**src/rtl/uart_tx_scheduler_pkg.sv**
```systemverilog
// ---------------------------------------------------------------------------
// uart_sched_pkg
// Shared types and elaboration-time helpers for the UART TX scheduler.
//   sched_state_e : scheduler FSM states
//   hold_cycles() : HOLD phase length in clock cycles
//   cnt_width()   : bits needed for a counter that reaches max_count-1
// ---------------------------------------------------------------------------
package uart_sched_pkg;

  typedef enum logic [1:0] {
    IDLE   = 2'd0,
    LAUNCH = 2'd1,
    HOLD   = 2'd2
  } sched_state_e;

  // Data bits + parity + stop, plus the idle guard bits, each one bit period.
  function automatic int hold_cycles(input int d_width, input int clk_freq_mhz,
                                     input int guard_bits);
    return (d_width + 2 + guard_bits) * clk_freq_mhz;
  endfunction

  function automatic int cnt_width(input int max_count);
    int w;
    w = 1;
    while ((1 << w) < max_count) w = w + 1;
    return w;
  endfunction

endpackage

```
**src/rtl/uart_tx_scheduler_rr_arbiter.sv**
```systemverilog
// ---------------------------------------------------------------------------
// rr_arbiter
// Combinational round-robin arbiter: the winner is the first set bit of req
// at or after index ptr, wrapping modulo N_REQ.
//   req     : request vector
//   ptr     : highest-priority index this cycle (must be < N_REQ)
//   gnt     : one-hot grant (all zero when no request)
//   gnt_idx : index of the granted request
//   any     : at least one request present
// ---------------------------------------------------------------------------
module rr_arbiter #(
  parameter int N_REQ = 4,
  parameter int IDX_W = $clog2(N_REQ)
) (
  input  logic [N_REQ-1:0] req,
  input  logic [IDX_W-1:0] ptr,
  output logic [N_REQ-1:0] gnt,
  output logic [IDX_W-1:0] gnt_idx,
  output logic             any
);

  logic [2*N_REQ-1:0] dbl;
  logic [N_REQ-1:0]   rot;
  logic               found;
  int                 off;
  int                 sum;

  // Rotate so ptr lands on bit 0, pick the lowest set bit, rotate the index back.
  always_comb begin
    dbl   = {req, req};
    rot   = N_REQ'(dbl >> ptr);
    found = 1'b0;
    off   = 0;
    for (int i = 0; i < N_REQ; i++) begin
      if (!found && rot[i]) begin
        found = 1'b1;
        off   = i;
      end
    end
    sum = off + int'(ptr);
    if (sum >= N_REQ) sum = sum - N_REQ;
    gnt_idx = IDX_W'(sum);
    gnt     = '0;
    if (found) gnt[gnt_idx] = 1'b1;
  end

  assign any = |req;

endmodule

```
**src/rtl/uart_tx_scheduler.sv**
```systemverilog
// ---------------------------------------------------------------------------
// uart_tx_scheduler
// Shares one UART TX core among N_REQ requesters in round-robin order. The
// core has no busy flag, so frame occupancy is timed here from the bit period.
// New launches are deferred while rx_line shows receive activity (low).
//   clk, arst_n : clock, synchronous active-low reset
//   req_valid   : per-requester frame request
//   req_data    : per-requester payload, slice i = [i*D_WIDTH +: D_WIDTH]
//   req_ready   : one-cycle accept pulse (one-hot)
//   req_done    : one-cycle pulse on the last cycle of channel occupancy
//   rx_line     : UART RX line, monitored only
//   uart_start  : to core start, high for exactly one bit period
//   uart_data   : to core data_in, stable from accept+1 until end of HOLD
//   busy        : high in LAUNCH and HOLD
//   grant_id    : index of the current or last owner
// ---------------------------------------------------------------------------
module uart_tx_scheduler
  import uart_sched_pkg::*;
#(
  parameter int N_REQ        = 4,
  parameter int D_WIDTH      = 8,
  parameter int CLK_FREQ_MHZ = 50,
  parameter int GUARD_BITS   = 1
) (
  input  logic                       clk,
  input  logic                       arst_n,
  input  logic [N_REQ-1:0]           req_valid,
  input  logic [N_REQ*D_WIDTH-1:0]   req_data,
  output logic [N_REQ-1:0]           req_ready,
  output logic [N_REQ-1:0]           req_done,
  input  logic                       rx_line,
  output logic                       uart_start,
  output logic [D_WIDTH-1:0]         uart_data,
  output logic                       busy,
  output logic [$clog2(N_REQ)-1:0]   grant_id
);

  localparam int IDX_W       = $clog2(N_REQ);
  localparam int BIT_CYCLES  = CLK_FREQ_MHZ;
  localparam int HOLD_CYCLES = hold_cycles(D_WIDTH, CLK_FREQ_MHZ, GUARD_BITS);
  localparam int CNT_W       = cnt_width(HOLD_CYCLES);

  localparam logic [CNT_W-1:0] LAUNCH_LAST = CNT_W'(BIT_CYCLES - 1);
  localparam logic [CNT_W-1:0] HOLD_LAST   = CNT_W'(HOLD_CYCLES - 1);
  localparam logic [IDX_W-1:0] IDX_LAST    = IDX_W'(N_REQ - 1);

  sched_state_e        state_q, state_d;
  logic [CNT_W-1:0]    cnt_q, cnt_d;
  logic [IDX_W-1:0]    rr_ptr_q, rr_ptr_d;
  logic [IDX_W-1:0]    grant_id_q, grant_id_d;
  logic [D_WIDTH-1:0]  data_q, data_d;

  logic [N_REQ-1:0]    arb_gnt;
  logic [IDX_W-1:0]    arb_idx;
  logic                arb_any;

  rr_arbiter #(
    .N_REQ (N_REQ),
    .IDX_W (IDX_W)
  ) u_arb (
    .req     (req_valid),
    .ptr     (rr_ptr_q),
    .gnt     (arb_gnt),
    .gnt_idx (arb_idx),
    .any     (arb_any)
  );

  always_comb begin
    state_d    = state_q;
    cnt_d      = cnt_q + CNT_W'(1);
    rr_ptr_d   = rr_ptr_q;
    grant_id_d = grant_id_q;
    data_d     = data_q;
    req_ready  = '0;
    req_done   = '0;
    uart_start = 1'b0;

    unique case (state_q)
      IDLE: begin
        cnt_d = '0;
        // Low rx_line means a frame is arriving; hold off new launches.
        if (rx_line && arb_any) begin
          req_ready  = arb_gnt;
          data_d     = req_data[int'(arb_idx)*D_WIDTH +: D_WIDTH];
          grant_id_d = arb_idx;
          rr_ptr_d   = (arb_idx == IDX_LAST) ? '0 : arb_idx + IDX_W'(1);
          state_d    = LAUNCH;
        end
      end
      LAUNCH: begin
        // A full bit period guarantees the core sees exactly one tick with start high.
        uart_start = 1'b1;
        if (cnt_q == LAUNCH_LAST) begin
          cnt_d   = '0;
          state_d = HOLD;
        end
      end
      HOLD: begin
        if (cnt_q == HOLD_LAST) begin
          req_done[grant_id_q] = 1'b1;
          cnt_d                = '0;
          state_d              = IDLE;
        end
      end
      default: begin
        cnt_d   = '0;
        state_d = IDLE;
      end
    endcase

    // Handshake pulses are suppressed while reset is asserted.
    if (!arst_n) begin
      req_ready = '0;
      req_done  = '0;
    end
  end

  always_ff @(posedge clk) begin
    if (!arst_n) begin
      state_q    <= IDLE;
      cnt_q      <= '0;
      rr_ptr_q   <= '0;
      grant_id_q <= '0;
      data_q     <= '0;
    end else begin
      state_q    <= state_d;
      cnt_q      <= cnt_d;
      rr_ptr_q   <= rr_ptr_d;
      grant_id_q <= grant_id_d;
      data_q     <= data_d;
    end
  end

  // Core computes parity combinationally from data_in, so drive the register directly.
  assign uart_data = data_q;
  assign busy      = (state_q != IDLE);
  assign grant_id  = grant_id_q;

endmodule

```
**config.mk**
```make
export PLATFORM = sky130hd
export DESIGN_NAME = uart_tx_scheduler
export DESIGN_NICKNAME = d
export VERILOG_FILES = /design/src/rtl/uart_tx_scheduler_pkg.sv /design/src/rtl/uart_tx_scheduler_rr_arbiter.sv /design/src/rtl/uart_tx_scheduler.sv
export SDC_FILE = /design/constraint.sdc
export NUM_CORES = 1
export LEC_CHECK = 0
export CAP_MARGIN = 10
export CORE_MARGIN = 4
export CORE_UTILIZATION = 35
export CTS_CLUSTER_SIZE = 14
export DETAILED_ROUTE_END_ITERATION = 6
export HOLD_SLACK_MARGIN = 0.06
export MAX_ROUTING_LAYER = met4
export SLEW_MARGIN = 20
export SYNTH_ARGS = -nofsm -noshare
export SYNTH_HDL_FRONTEND = slang
export SYNTH_SLANG_ARGS = --single-unit
```
**constraint.sdc**
```tcl
create_clock -name clk -period 9 [get_ports clk]
set_input_delay 2.25 -clock clk [delete_from_list [all_inputs] [get_ports clk]]
set_output_delay 2.25 -clock clk [all_outputs]
set_load 0.1 [all_outputs]
```
Yosys cells after proc, flatten, opt, wreduce, memory -nomap -nowiden
Index checks and enable logic that the tools add are counted.
- $add $sub $neg: 4
- $mul: 0
- divide/modulo/power cells: 0
- $lt $le $gt $ge: 5
- equality and inequality tests: 8
- shift operators: 2
- muxes and demuxes: 28
- bitwise gates (word level): 0
- reductions and logical operators: 14
- operators with widths (cell ; number):
    32-bit by 6-bit indexed part select with 8-bit output ; 1
    4-bit two-way mux ; 7
    10-bit two-way mux ; 2
    10-bit case mux with 2 select lines ; 1
    2-bit two-way mux ; 7
    10-bit by 1-bit adder with 10-bit output (second input constant) ; 1
    10-bit equality test (second input constant) ; 1
    10-bit by 6-bit equality test with 1-bit output (second input constant) ; 1
    1-bit two-way mux ; 8
    8-bit by 2-bit >> shifter with 4-bit output ; 1
    1-bit logical AND ; 6
    2-bit by 3-bit < comparator with 1-bit output (second input constant) ; 2
    2-bit inequality test (second input constant) ; 3
    2-bit case mux with 3 select lines ; 1
    1-bit demux with 2-bit select ; 2
    2-bit equality test (second input constant) ; 2
    2-bit by 1-bit greater-or-equal comparator with 1-bit output (second input constant) ; 2
    4-bit OR reduction ; 1
    2-bit by 2-bit adder with 3-bit output ; 1
    3-bit greater-or-equal comparator (second input constant) ; 1
    1-bit zero test ; 3
    3-bit AND reduction ; 1
    2-bit by 1-bit adder with 2-bit output (second input constant) ; 1
    2-bit by 1-bit equality test with 1-bit output (second input constant) ; 1
    4 further kinds ; 4
- bits in registers: 24
- bits in latches: 0
- memory bits (writable): 0
- ROM bits: 0
- input port bits: 39
- output and inout bits: 20
- memories kept: 0

Longest topological paths before layout
- depth in word-level cells: 22
- depth in mapped cells: 11

Modules after synthesis
A second synthesis with hierarchy kept.
- cells, all modules: 182
- area total of the unflattened synthesis: 1576.5 um^2
- modules (own cells, without submodules) (module ; instances ; cells an instance ; area an instance (um^2)):
    uart_tx_scheduler ; 1 ; 142 ; 1298.7
    rr_arbiter ; 1 ; 40 ; 277.8

Worst setup path before layout
Ideal clock, no wire load.
- path kind: in2out
- start point: input port req_valid[2]
- end point: output port req_ready[2]
- arrival time: 6.082 ns
- path slack: 0.668 ns
- stages on the path: 7
- buffers on the path: 1
- cells stage by stage: buf_2 or4_2 o211ai_1 ha_1 xnor2_1 xnor2_2 nor3b_1
- word-level cells in the longest chain between the ends: 22
- elaborated cells between the ends (all ways): 29
- RTL lines (element ; RTL line ; text):
    start, declared ; uart_tx_scheduler.sv:27 ; input logic [N_REQ-1:0] req_valid,
    8-bit by 2-bit >> shifter with 4-bit output ; uart_tx_scheduler_rr_arbiter.sv:31 ; rot = N_REQ'(dbl >> ptr);
    1-bit two-way mux ; uart_tx_scheduler_rr_arbiter.sv:35 ; if (!found && rot[i]) begin
    1-bit zero test ; uart_tx_scheduler_rr_arbiter.sv:35 ;
    1-bit logical AND ; uart_tx_scheduler_rr_arbiter.sv:35 ;
    1-bit two-way mux ; uart_tx_scheduler_rr_arbiter.sv:35 ;
    1-bit zero test ; uart_tx_scheduler_rr_arbiter.sv:35 ;
    1-bit logical AND ; uart_tx_scheduler_rr_arbiter.sv:35 ;
    1-bit two-way mux ; uart_tx_scheduler_rr_arbiter.sv:35 ;
    [... 6 more ...] ; n/a ;
    2-bit by 3-bit < comparator with 1-bit output (not written as such) or 2-bit by 1-bit greater-or-equal comparator with 1-bit output (tied branches) ; uart_tx_scheduler_rr_arbiter.sv:44 ; if (found) gnt[gnt_idx] = 1'b1;
    1-bit logical AND (not written as such) ; uart_tx_scheduler_rr_arbiter.sv:44 ;
    1-bit two-way mux (not written as such) ; uart_tx_scheduler_rr_arbiter.sv:44 ;
    1-bit demux with 2-bit select ; n/a ;
    4-bit two-way mux ; uart_tx_scheduler_rr_arbiter.sv:44 ;
    4-bit two-way mux * ; uart_tx_scheduler.sv:82 ; if (rx_line && arb_any) begin
    4-bit two-way mux * ; uart_tx_scheduler.sv:78 ; unique case (state_q)
    4-bit two-way mux * ; uart_tx_scheduler.sv:112 ; if (!arst_n) begin
    end, declared ; uart_tx_scheduler.sv:29 ; output logic [N_REQ-1:0] req_ready,
Mark *: on every way between the ends. The rest lies on a longest branch, timed or not.

Worst setup path in the final report
- start point: input port req_valid[2]
- end point: output port req_ready[3]
- word-level cells in the longest chain between the ends: 22
- elaborated cells between the ends (all ways): 29
- RTL lines (element ; RTL line ; text):
    8-bit by 2-bit >> shifter with 4-bit output * ; uart_tx_scheduler_rr_arbiter.sv:31 ;
    1-bit two-way mux ; uart_tx_scheduler_rr_arbiter.sv:35 ;
    1-bit zero test ; uart_tx_scheduler_rr_arbiter.sv:35 ;
    1-bit logical AND ; uart_tx_scheduler_rr_arbiter.sv:35 ;
    1-bit two-way mux ; uart_tx_scheduler_rr_arbiter.sv:35 ;
    1-bit zero test ; uart_tx_scheduler_rr_arbiter.sv:35 ;
    1-bit logical AND ; uart_tx_scheduler_rr_arbiter.sv:35 ;
    1-bit two-way mux ; uart_tx_scheduler_rr_arbiter.sv:35 ;
    [... 6 more ...] ; n/a ;
    via arb_idx[0] ; uart_tx_scheduler.sv:54 ; logic [IDX_W-1:0] arb_idx;
    2-bit by 3-bit < comparator with 1-bit output (not written as such) or 2-bit by 1-bit greater-or-equal comparator with 1-bit output (tied branches) ; uart_tx_scheduler_rr_arbiter.sv:44 ;
    1-bit logical AND (not written as such) ; uart_tx_scheduler_rr_arbiter.sv:44 ;
    1-bit two-way mux (not written as such) ; uart_tx_scheduler_rr_arbiter.sv:44 ;
    1-bit demux with 2-bit select * ; n/a ;
    4-bit two-way mux * ; uart_tx_scheduler_rr_arbiter.sv:44 ;
    4-bit two-way mux * ; uart_tx_scheduler.sv:82 ;
    4-bit two-way mux * ; uart_tx_scheduler.sv:78 ;
    4-bit two-way mux * ; uart_tx_scheduler.sv:112 ;
Mark *: on every way through the listed nets, which the timed path passes. The rest lies on a longest branch.

==> results.md <==
- First-pass GRT wire length: 7360 µm
- Mapped Cells: 214
- Placed cells: 329
- Vias: 1,675
- Pint: 0.392 mW
- Drt wl/cell: 13.8 µm
- Dpl cell area: 2460 µm²
- Post-CTS sizing: 0
- Most used cell, CP: ha_1
- Sequential area share after synthesis: 25.4%
- # fillers: 516
- Clock sink total: 24
- Vias in the first global route: 1,559
- Clk root buf: clkbuf_8
- Final #Nets: 311
- Antenna Cells: 0
- Max incr delay on CP: 0.80 ns
- Slew at the pin closest to its max-slew limit: 1.00 ns
- Power Dens Cells: 351 nW/µm²
- Sequential share of power: 18.3%
- Clk pwr share: 8.4%
- Unrepaired setup endpoints after global routing: false
- WHS Path Cells: 2
- Leak pwr: 1.05 nW
- Final Instance Area: 2520 µm²
- Antenna viol nets, final: 0
- Die X: 81.5 µm
- Hold Crit Class: reg -> reg
- Via-per-instance ratio: 5.03
- Worst-path clk slew: 0.09 ns
- Mapped Nets: 261
- Reg2reg setup slack: 6.04 ns
- Ranking of synthesized cells by area: dfxtp_1 25%, mux2i_1 14%, o41ai_2 7.7%
- Total global-route track usage: 14.3%
- Grt total ovfl: 0
- Worst hold slack: 0.487 ns
- Worst R2R Start: rr_ptr_q[0]
- Die area: 6650 µm²
- Postcts setup bufs: 0
- Asr flop ratio synth: 0%
- Combinational share of power: 73.4%
- #FFs+latches synth: 24
- Routed wire length: 4610 µm
- DRT Pass-1 Iters: 4
- Post-Layout Cell Count: 333
- Most frequent cells in the layout: 54 x clkdlybuf4s50_1, 26 x nand2_1, 26 x mux2i_1
- Minimum clock period: 7.43 ns
- FF-to-FF End: uart_data[3]
- Tcrit/Tclk final: 82.6%
- Fmax: 135 MHz
- Max Cap Viol: 0
- # IOs: 59
- Final Slew Violations: 0
- Commonest non-fill, non-tap cell in the layout: clkdlybuf4s50_1
- Detailed router's first-iteration violation count: 72
- Peak VDD IR: 0.000138 V
- Htree depth: 1
- CTS max path bufs: 2
- Starting Density: 36.6%
- Finish-stage setup viols: 0
- Post-synth EDFFs: 0
- Max-slew headroom: 32.9%
- End-of-flow core utilization: 48.6%
- Core footprint: 5170 µm²
- Num rows: 26
- Largest area contributor in the netlist: dfxtp_1
- Layout cell share with drive strength beyond 1: 13.7%
- Crit path required time: 6.75 ns
- IO Port Bufs: 58
- Largest fanout on the critical path: 22
- CTS tree: done
- CP Data Arrival Time: 5.18 ns
- Final Hold Fails: 0
- Chip Height: 81.5 µm
- Crit-path cells: clkdlybuf4s50_1 -> or4_2 -> o211ai_1 -> ha_1 -> ha_1 -> and3_1 -> buf_4
- Net Sw Power: 0.491 mW
- Routability congestion estimate: 0.729
- Setup TNS: 0 ns
- CP startpoint kind: input port
- YS warnings: 0
- Hold Buf Count CTS: 0
- Clock Skew: 0.00571 ns
- Status: complete, no violations
- Skew-Pair Late Insertion Delay: 0.27 ns
- DRC viols: 0
- Critical path class: in -> out
- Synth cell types: 42
- Crit-path slowest cell: ha_1
- Post-DP HPWL: 3440 µm
- CP endpoint kind: output pin
- Netlist Area Pre-Place: 1890 µm²
- Hold path endpoint: uart_data[2]
- Initial antenna violation count: 0
- Top_reg_cell synth: dfxtp_1
- Worst r2r path cells: 7
- Net Sw Frac: 55.6%
- Largest net degree at the start of global routing: 23
- Hold_sp: uart_data[2]
- Yosys top cell area share: 25.4%
- CTS buffer count: 3
- Layout overhead on the synthesized area: 32.9%
- Mean area per synthesized cell: 8.85 µm²
## registers in the layout, indices dropped and copies added (netlist names)
name and cells:
cnt_q 10, rr_ptr_q 2, grant_id 2, state_q 2, uart_data 8
## area by class of cell
type | instances | area (µm²) | area share (%)
flip-flops and latches | 24 | 480 | 19.1
well taps | 70 | 87.6 | 3.48
clock buffers | 4 | 55.1 | 2.19
multi-input cells | 169 | 1290 | 51.2
inverters | 7 | 26.3 | 1.04
repair buffers | 59 | 578 | 23.0
## worst max-delay path: cells and delay by family
family | cells | cell delay [ns]
adder cells (fa/ha/maj) | 2 | 1.12
AND/OR/NAND/NOR | 2 | 0.85
buffers and inverters | 2 | 0.85
AO/OA/AOI/OAI | 1 | 0.12
## worst max path at each step
| stage | to | slack [ns] | from | depth (start not counted) |
|---|---|---|---|---|
| after CTS | req_ready[3] | 1.55 | req_valid[2] | 7 |
| after global routing | req_ready[3] | 1.40 | req_valid[2] | 7 |
| after floorplan | req_ready[2] | 0.67 | req_valid[2] | 7 |
| after global placement | req_ready[3] | 1.60 | req_valid[2] | 7 |
| after detailed placement | req_ready[3] | 1.55 | req_valid[2] | 7 |
| final | req_ready[3] | 1.57 | req_valid[2] | 7 |
## cell usage after synthesis (all sizes together), types with 2 or more instances
cell type	n
mux2i	26
nand2	26
dfxtp	24
and3	22
nor2	19
nand3	12
buf	10
o41ai	10
ha	8
inv	7
xnor2	7
nand2b	5
clkbuf	4
xor2	4
nor2b	3
nor3	3
nor3b	3
o211ai	3
a21boi	2
o32ai	2
## stage by stage
stage | setup WS (ns) | power [mW]
6_report | 1.57 | 0.883
5_1_grt | 1.40 | 0.945
4_1_cts | 1.55 | 0.891
3_5_place_dp | 1.55 | 0.815
3_3_place_gp | 1.60 | 0.809
2_1_floorplan | 0.668 | 0.693
## kinds of logic after synthesis
group,count (synthesis),synth area share (%)
XOR/XNOR,11,5.49
flip-flops,24,25.4
buffers and inverters,21,6.54
adder cells (fa/ha/maj),8,5.29
multiplexers,26,13.7
AND/OR/NAND/NOR,100,28.5
AO/OA/AOI/OAI,24,15.1
## power by group through the flow
stage | Sequential (mW) | Combinational, mW | Clock [mW]
finish | 0.161 | 0.648 | 0.0738
global route | 0.167 | 0.696 | 0.0809
CTS | 0.162 | 0.652 | 0.0771
detailed placement | 0.165 | 0.650 | 0
global placement | 0.164 | 0.646 | 0
floorplan | 0.282 | 0.411 | 0
## per-layer routing
layer,up-vias,GRT usage [%],part of all wire (%)
li1,859,-,-
met2,34,24.3,47
met3,8,2.85,5.4
met4,0,3.72,1.4
met5,-,-,0
met1,774,17.1,46
(Power assumes the default switching activity.)
